### src/rtl/alu_functional_unit_pkg.sv
// Shared types, widths and the ALU datapath function for the ALU functional unit.
package alu_functional_unit_pkg;

    localparam int unsigned TAG_W  = 4;
    localparam int unsigned DATA_W = 16;
    localparam int unsigned IMM_W  = 8;
    localparam int unsigned OPC_W  = 4;

    typedef enum logic [OPC_W-1:0] {
        OP_ADD  = 4'd0,
        OP_SUB  = 4'd1,
        OP_AND  = 4'd2,
        OP_OR   = 4'd3,
        OP_XOR  = 4'd4,
        OP_SHL  = 4'd5,
        OP_SHR  = 4'd6,
        OP_ADDI = 4'd7,
        OP_LUI  = 4'd8,
        OP_SLT  = 4'd9
    } opcode_e;

    // Opcode kept raw so unassigned encodings 10-15 can flow through the pipeline.
    typedef struct packed {
        logic [OPC_W-1:0]  opcode;
        logic [TAG_W-1:0]  tag;
        logic [IMM_W-1:0]  imm;
        logic [DATA_W-1:0] val1;
        logic [DATA_W-1:0] val2;
    } issue_t;

    typedef struct packed {
        logic [TAG_W-1:0]  tag;
        logic [DATA_W-1:0] result;
    } cdb_entry_t;

    function automatic logic [DATA_W-1:0] alu_compute(input issue_t op);
        logic [DATA_W-1:0] res;
        res = '0;
        case (op.opcode)
            OP_ADD:  res = op.val1 + op.val2;
            OP_SUB:  res = op.val1 - op.val2;
            OP_AND:  res = op.val1 & op.val2;
            OP_OR:   res = op.val1 | op.val2;
            OP_XOR:  res = op.val1 ^ op.val2;
            OP_SHL:  res = op.val1 << op.val2[3:0];
            OP_SHR:  res = op.val1 >> op.val2[3:0];
            OP_ADDI: res = op.val1 + {{(DATA_W-IMM_W){op.imm[IMM_W-1]}}, op.imm};
            OP_LUI:  res = {op.imm, {(DATA_W-IMM_W){1'b0}}};
            OP_SLT:  res = DATA_W'($signed(op.val1) < $signed(op.val2));
            default: res = '0;
        endcase
        return res;
    endfunction

endpackage

### src/rtl/alu_functional_unit_result_fifo.sv
// FIFO-ordered result buffer; head is presented combinationally, push and pop may share an edge.
module result_fifo
    import alu_functional_unit_pkg::*;
#(
    parameter int unsigned DEPTH = 4
) (
    input  logic                          clk,
    input  logic                          rst_n,
    input  logic                          i_flush,
    input  logic                          i_push,
    input  cdb_entry_t                    i_data,
    input  logic                          i_pop,
    output cdb_entry_t                    o_head_c,
    output logic                          o_full_c,
    output logic                          o_empty_c,
    output logic [$clog2(DEPTH+1)-1:0]    o_count
);

    localparam int unsigned PTR_W = $clog2(DEPTH);
    localparam int unsigned CNT_W = $clog2(DEPTH + 1);

    cdb_entry_t       r_mem [DEPTH];
    logic [PTR_W-1:0] r_wr_ptr;
    logic [PTR_W-1:0] r_rd_ptr;
    logic [CNT_W-1:0] r_count;
    logic             w_do_push;
    logic             w_do_pop;

    assign o_empty_c = (r_count == '0);
    assign o_full_c  = (r_count == CNT_W'(DEPTH));
    assign o_head_c  = r_mem[r_rd_ptr];
    assign o_count   = r_count;

    // A full buffer still accepts a push when the head leaves on the same edge.
    assign w_do_pop  = i_pop && !o_empty_c && !i_flush;
    assign w_do_push = i_push && (!o_full_c || w_do_pop) && !i_flush;

    always_ff @(posedge clk or negedge rst_n) begin
        if (!rst_n) begin
            r_wr_ptr <= '0;
            r_rd_ptr <= '0;
            r_count  <= '0;
        end else if (i_flush) begin
            r_wr_ptr <= '0;
            r_rd_ptr <= '0;
            r_count  <= '0;
        end else begin
            if (w_do_push) r_wr_ptr <= r_wr_ptr + PTR_W'(1);
            if (w_do_pop)  r_rd_ptr <= r_rd_ptr + PTR_W'(1);
            r_count <= r_count + CNT_W'(w_do_push) - CNT_W'(w_do_pop);
        end
    end

    always_ff @(posedge clk) begin
        if (w_do_push) r_mem[r_wr_ptr] <= i_data;
    end

endmodule

### src/rtl/alu_functional_unit.sv
// Two-stage ALU pipeline feeding a result buffer that drives the common data bus.
module alu_functional_unit
    import alu_functional_unit_pkg::*;
#(
    parameter int unsigned DEPTH = 4,
    parameter int unsigned LAT   = 2
) (
    input  logic              clk,
    input  logic              rst_n,
    input  logic              flush,
    input  logic              in_valid,
    input  logic [TAG_W-1:0]  in_rob_index,
    input  logic [OPC_W-1:0]  in_opcode,
    input  logic [IMM_W-1:0]  in_i,
    input  logic [DATA_W-1:0] in_val1,
    input  logic [DATA_W-1:0] in_val2,
    output logic              busy,
    output logic              cdb_valid,
    output logic [TAG_W-1:0]  cdb_rob_index,
    output logic [DATA_W-1:0] cdb_result,
    input  logic              cdb_grant,
    output logic              overflow
);

    localparam int unsigned CNT_W = $clog2(DEPTH + 1);
    localparam int unsigned OCC_W = $clog2(DEPTH + 3);

    if (LAT != 2) begin : g_bad_lat
        $error("alu_functional_unit: LAT must be 2");
    end
    if ((DEPTH < 2) || ((DEPTH & (DEPTH - 1)) != 0)) begin : g_bad_depth
        $error("alu_functional_unit: DEPTH must be a power of two >= 2");
    end

    logic             r_s1_valid;
    issue_t           r_s1_op;
    logic             r_s2_valid;
    cdb_entry_t       r_s2_entry;
    logic             r_overflow;
    logic             w_issue;
    logic             w_empty;
    logic             w_full;
    logic [CNT_W-1:0] w_count;
    logic [OCC_W-1:0] w_occ;
    cdb_entry_t       w_head;

    // Counting every op in flight reserves a buffer slot before the op is accepted.
    assign w_occ   = OCC_W'(w_count) + OCC_W'(r_s1_valid) + OCC_W'(r_s2_valid);
    assign busy    = (w_occ >= OCC_W'(DEPTH - 1));
    assign w_issue = in_valid && !busy && !flush;

    always_ff @(posedge clk or negedge rst_n) begin
        if (!rst_n) begin
            r_s1_valid <= 1'b0;
            r_s2_valid <= 1'b0;
            r_overflow <= 1'b0;
        end else begin
            r_s1_valid <= w_issue;
            r_s2_valid <= r_s1_valid && !flush;
            if (in_valid && busy) r_overflow <= 1'b1;
        end
    end

    // Payload registers carry no reset; their valids qualify them.
    always_ff @(posedge clk) begin
        if (w_issue) begin
            r_s1_op <= '{opcode: in_opcode, tag: in_rob_index, imm: in_i,
                         val1: in_val1, val2: in_val2};
        end
        if (r_s1_valid) begin
            r_s2_entry <= '{tag: r_s1_op.tag, result: alu_compute(r_s1_op)};
        end
    end

    result_fifo #(.DEPTH(DEPTH)) u_result_fifo (
        .clk       (clk),
        .rst_n     (rst_n),
        .i_flush   (flush),
        .i_push    (r_s2_valid),
        .i_data    (r_s2_entry),
        .i_pop     (cdb_grant),
        .o_head_c  (w_head),
        .o_full_c  (w_full),
        .o_empty_c (w_empty),
        .o_count   (w_count)
    );

    assign cdb_valid     = !w_empty;
    assign cdb_rob_index = w_head.tag;
    assign cdb_result    = w_head.result;
    assign overflow      = r_overflow;

    logic w_unused;
    assign w_unused = w_full;

endmodule

### config.mk
export PLATFORM = sky130hd
export DESIGN_NAME = alu_functional_unit
export DESIGN_NICKNAME = d
export VERILOG_FILES = /design/src/rtl/alu_functional_unit_pkg.sv /design/src/rtl/alu_functional_unit_result_fifo.sv /design/src/rtl/alu_functional_unit.sv
export SDC_FILE = /design/constraint.sdc
export NUM_CORES = 1
export LEC_CHECK = 0
export BUFFER_PORTS_ARGS = -buffer_cell sky130_fd_sc_hd__buf_2
export CORE_MARGIN = 2
export CORE_UTILIZATION = 50
export CTS_BUF_LIST = sky130_fd_sc_hd__clkbuf_16
export DETAILED_ROUTE_END_ITERATION = 10
export HOLD_SLACK_MARGIN = 0.05
export PLACE_DENSITY = 0.7
export SYNTH_ARGS = -nofsm -noshare
export SYNTH_HDL_FRONTEND = slang
export SYNTH_SLANG_ARGS = --single-unit
### constraint.sdc
create_clock -name clk -period 5.95 [get_ports clk]
set_clock_uncertainty 0.05 [all_clocks]
set_input_delay 1.19 -clock clk [delete_from_list [all_inputs] [get_ports clk]]
set_output_delay 1.19 -clock clk [all_outputs]
set_load 0.02 [all_outputs]
# After elaboration in Yosys (flattened, before gate mapping)
# Memory sizes are Yosys's and may differ from the RTL's.
# Index checks and enable logic that the tools add are counted.
[classes] n_addsub=9 multipliers=0 n_div=0 n_lt_le_gt_ge=2 eq_ne=10 shift=2 mux=8 bitwise=3 reduce_logical=17
[ops] operator="one-hot mux 16 bit (10 select lines)" count=1
[ops] operator="adder 16 bit" count=2
[ops] operator="bitwise AND 16 bit" count=1
[ops] operator="== test 4 x 3 -> 1 bit (second input constant)" count=4
[ops] operator="< comparator 16 bit" count=1
[ops] operator="OR 16 bit" count=1
[ops] operator="<< shifter 16 x 4 -> 16 bit" count=1
[ops] operator="right shift 16 x 4 -> 16 bit" count=1
[ops] operator="subtractor 16 bit" count=1
[ops] operator="XOR 16 bit" count=1
[ops] operator="adder 3 x 1 -> 3 bit" count=3
[ops] operator="== test 4 x 2 -> 1 bit (second input constant)" count=2
[ops] operator="== test 4 bit (second input constant)" count=2
[ops] operator="logical AND 1 bit" count=8
[ops] operator="2-to-1 mux 2 bit" count=4
[ops] operator="adder 2 x 1 -> 2 bit (second input constant)" count=2
[ops] operator="== test 4 x 1 -> 1 bit (second input constant)" count=1
[ops] operator="zero test 1 bit" count=4
[ops] operator="zero test 4 bit" count=1
[ops] operator="nonzero test 2 bit" count=2
[ops] operator="== test 3 bit (second input constant)" count=1
[ops] operator="greater-or-equal comparator 3 x 2 -> 1 bit (second input constant)" count=1
[ops] operator="zero test 3 bit" count=1
[ops] operator="2-to-1 mux 3 bit" count=1
[ops] operator="other kinds (3)" count=4
[totals] regBits=78 latch_bits=0 ram_bits=80 mem_bits_ro=0 in_bits=53 out_inout_bits=23 wordCells=65 mem_count=1
[memory_table] memory="u_result_fifo.r_mem" depth=4 width=20 rd=1 rd_ports_with_merged_regs=0 wr=1 line="alu_functional_unit_result_fifo.sv:22" source="cdb_entry_t r_mem [DEPTH];"

# Depth between registers and ports, before layout
[depth] word_depth=10 mapped_depth=14 depth_no_buf=13

# Modules after synthesis
# From an unflattened synthesis, not the netlist that was laid out.
[unflattened] cells_unflattened=838 area_unflattened_um2=9675.5
[by_module_without_submodules] mod="alu_functional_unit" n_inst=1 cells_each=687 area_each_um2=6311.1 seq_area_each_um2=2117.0
[by_module_without_submodules] mod="result_fifo" n_inst=1 cells_each=151 area_each_um2=3364.5 seq_area_each_um2=2577.5

# Worst setup path after synthesis
# OpenSTA, ideal clock, no wires.
[synth_path] path_type="reg-to-reg" from="register r_s1_valid" to="register r_s1_op[0] in the netlist's numbering (enable)" setup_ps=525 arrival_ps=5270 t_required_ps=5375 slack_ps=105 stages_incl_launch_ff=6 n_path_buf=0 period_less_slack_ps=5845 path_cell_list="dfrtp_1 > fa_1 > ha_1 > xnor2_1 > nand2_1 > nor3b_1"
[synth_between] elab_chain_cells=6
[synth_rtl] element="start: declaration" line="alu_functional_unit.sv:35" source="logic r_s1_valid;"
[synth_rtl] element="start signal: assignment" line="alu_functional_unit.sv:58" source="r_s1_valid <= w_issue;"
[synth_rtl] element="adder 3 x 1 -> 3 bit (2 in series)" line="alu_functional_unit.sv:48" source="assign w_occ = OCC_W'(w_count) + OCC_W'(r_s1_valid) + OCC_W'(r_s2_valid);"
[synth_rtl] element="greater-or-equal comparator 3 x 2 -> 1 bit" line="alu_functional_unit.sv:49" source="assign busy = (w_occ >= OCC_W'(DEPTH - 1));"
[synth_rtl] element="net busy" line="alu_functional_unit.sv:17" source="output logic busy,"
[synth_rtl] element="zero test 1 bit" line="alu_functional_unit.sv:50" source="assign w_issue = in_valid && !busy && !flush;"
[synth_rtl] element="logical AND 1 bit (2 in series)" line="alu_functional_unit.sv:50"
[synth_rtl] element="net w_issue" line="alu_functional_unit.sv:40" source="logic w_issue;"
[synth_rtl] element="end signal: assignment" line="alu_functional_unit.sv:67" source="r_s1_op <= '{opcode: in_opcode, tag: in_rob_index, imm: in_i,"
[synth_rtl] element="end: declaration" line="alu_functional_unit.sv:36" source="issue_t r_s1_op;"
# The timed path passes the listed nets, and every way through them passes these cells.
# A chain may end at the register's enable or synchronous reset.

# Worst setup path after layout
[layout_path] from="register r_s1_op[47] in the netlist's numbering" to="register r_s2_entry[8] in the netlist's numbering (data pin)"
[layout_between] elab_chain_cells=2 word_cells_on_any_way=11
[layout_rtl] element="== test 4 bit (tied with other cells)" line="alu_functional_unit_pkg.sv:39" source="case (op.opcode)"
[layout_rtl] element="one-hot mux 16 bit (10 select lines) (*)" line="alu_functional_unit_pkg.sv:39"
[layout_rtl] element="end signal: assignment" line="alu_functional_unit.sv:71" source="r_s2_entry <= '{tag: r_s1_op.tag, result: alu_compute(r_s1_op)};"
[layout_rtl] element="end: declaration" line="alu_functional_unit.sv:38" source="cdb_entry_t r_s2_entry;"
# Every way passes the cells marked *; elsewhere a longest branch is shown, timed or not.

==> results.cfg <==
[die]
start_util = 0.505
rows = 51
coreArea_sq_um = 19300
io_pins = 76
fp.dieH_um = 144
dieWidth_um = 144
die_area_sq_um = 20600

[cts]
cts-resized-gates = 0
clk_pin_slew_ps = 80
cts_setup_buffers = 0
cts_hold_buf = 0
cts_tree = yes
cts-root-buf = clkbuf_16
clockBufferDepth = 2
htree_levels = 4
cts_sinks = 158
cts_buffers = 17
clk_latency_ps = 440

[flow_run]
drv_cap = 0

[setup_path]
reg2reg_depth = 13
slowest_stage = edfxtp_1
worst_setup_path_start_kind = flop
critPathCaptureType = flop
critPathMaxFanout = 20
cpMostUsedCell = o21ai_0
path_class = reg -> reg
required_ps = 6060
cpPeakStageDelay_ps = 700
crit_arrival_ps = 4410
path_cells = nor2b_2, nand3_2, mux2_2, ha_1, inv_1, fa_1, nand3b_1, a21oi_1, nor2_1, o21ai_0, xor2_1, a221oi_1, o21ai_0

[synth]
syn-num-nets = 981
ys_types = 73
synthFlopType = edfxtp_1
synth_area_sq_um = 9760
postSynthAreaPerCell_sq_um = 11.5
synth_seq_cells = 158
synth_async_sr_flop_share = 0.0633
synth_edf_count = 148
yosysSeqAreaShare = 0.481
yosys_warnings = 0
netlist_instances = 849

[hold_path]
holdPathStages = 0
hp-class = reg -> reg

[route]
drt-total-wl_mm = 26.2
drt-initial-drc-count = 727
firstDrtPassIters = 5
drc = 0
vias = 7141
via_per_inst = 5.99
post_drt_wl_per_cell_um = 21.9
ant_nets = 0

[cells_and_area]
final_cell_mix = edfxtp_1 (148), ha_1 (75), buf_2 (75), nand2_1 (73), nor2_1 (73)
layout-drive-gt1-share = 0.184
areaGrowthSynthToFinish_pct = 12.4
fill_cells = 1649
multi_input_area_sq_um = 4680
finalNetCount = 1046
final_cells = 1192
ff_latch_area_sq_um = 4690
n_antenna_cell = 0
layout_commonest_cell = edfxtp_1

[grt]
grt_start_max_net_pins = 50
grt_antenna_before_repair = 0
grt_pass1_vias = 6782
grt_overflow = 0
grt_usage = 0.264
grt_pass1_wl_mm = 39.8

[pwr]
ir_drop_mv = 0.219
p_leak_nw = 4.32
power_density_nw_per_um2 = 334

[sta]
final-setup-viol-count = 0
timing.slew.headroom = 0.230
period_needed_ps = 4300
timing.final.hold_violations = 0
rsz0062_at_grt = no
max_freq_ghz = 0.232
tns_ps = 0
tightestPinTransition_ps = 1160
report.final.slew_viol_count = 0
finalCritPeriodShare = 0.723

[place]
hpwl_mm = 19.5
gp_congestion = 1.02
place_inst = 1160
port-buffer-count = 75

[status]
outcome = complete, no violations
==> final timing paths <==
check / start / end / slack, ps
worst max register to register: r_s1_op[47]$_DFFE_PP_ / r_s2_entry[8]$_DFFE_PP_ / 1650
worst min-delay path: r_s1_op[40]$_DFFE_PP_ / r_s2_entry[16]$_DFFE_PP_ / 360
max in group asynchronous: rst_n / u_result_fifo.r_rd_ptr[1]$_DFFE_PN0P_ / 5090
worst min register to register: r_s1_op[40]$_DFFE_PP_ / r_s2_entry[16]$_DFFE_PP_ / 360
min in group asynchronous: rst_n / overflow$_DFFE_PN0P_ / 560
worst max-delay path: r_s1_op[47]$_DFFE_PP_ / r_s2_entry[8]$_DFFE_PP_ / 1650
==> cells by family (layout without fill, tap and decap cells) <==
group                      count (synthesis)  in the layout  share of synthesized area
AOI/OAI and AO/OA                        193            193                      0.135
xor gates and xnor gates                  29             29                     0.0260
adders and majority gates                 79             79                      0.104
buffers and inverters                     93            171                     0.0400
DFF                                      158            158                      0.481
muxes                                     69             69                      0.105
and+or+nand+nor                          228            228                      0.109
==> registers in the layout (all words and copies together) (netlist names) <==
register / cells
overflow: 1
r_s1_op: 48
r_s1_valid: 1
r_s2_entry: 20
r_s2_valid: 1
u_result_fifo.o_count: 3
u_result_fifo.r_mem: 80
u_result_fifo.r_rd_ptr: 2
u_result_fifo.r_wr_ptr: 2
==> through the flow <==
step	total power, W	worst slack, ps	hold WS (ps)	instance area (sq um)	utilization
2_1_floorplan	0.00223	105	350	9760	-
3_3_place_gp	0.00256	1810	358	10300	0.535
3_5_place_dp	0.00256	1740	355	10300	0.535
4_1_cts	0.00367	1720	364	11000	0.567
5_1_grt	0.00384	1310	372	11000	0.567
6_report	0.00367	1650	362	11000	0.567
==> Yosys cell counts, types with 10 or more instances <==
library cell | count | area (sq um)
mux4_2 | 24 | 541
nand3_1 | 11 | 55.1
nand2_1 | 73 | 274
a21oi_1 | 41 | 205
edfxtp_1 | 148 | 4440
nor3_1 | 11 | 55.1
o211ai_1 | 11 | 82.6
inv_1 | 53 | 199
ha_1 | 75 | 938
dfrtp_1 | 10 | 250
mux2i_1 | 32 | 320
nor2_1 | 73 | 274
clkbuf_1 | 15 | 56.3
xnor2_1 | 18 | 158
mux2_2 | 11 | 124
o21ai_0 | 39 | 195
xor2_1 | 11 | 96.3
o221ai_1 | 12 | 105
and2_1 | 10 | 62.6
buf_2 | 18 | 90.1
nor2b_1 | 14 | 87.6
==> routing by layer <==
layer,track usage,wire (um),vias up
met4,0.116,1220,0
met5,0,0,-
met1,0.367,11500,3431
li1,-,-,3304
met2,0.409,11700,335
met3,0.0470,1760,71
==> where the power goes <==
part | leakage, nW | total [W] | switching, W | internal (W)
Combinational | 2.53 | 0.00111 | 0.000661 | 0.000446
Clock | 0.296 | 0.00111 | 0.000536 | 0.000573
Sequential | 1.49 | 0.00145 | 0.000120 | 0.00133
==> cell type report <==
type / instances / share of cell area
clock inverters: 15 / 0.0173
clock buffers: 17 / 0.0388
inverters: 56 / 0.0192
flip-flops and latches: 158 / 0.428
repair buffers: 83 / 0.0397
multi-input cells: 598 / 0.427
well taps: 265 / 0.0302
==> worst max-delay path, delay by kind of cell, from the launching register on <==
family,cells,cell delay (ps)
AOI/OAI and AO/OA,4,860
xor gates and xnor gates,1,100
adders and majority gates,2,600
buffers and inverters,1,70
DFF,1,700
muxes,1,370
and+or+nand+nor,4,1280
No activity file was read; power rests on OpenSTA's default activity.
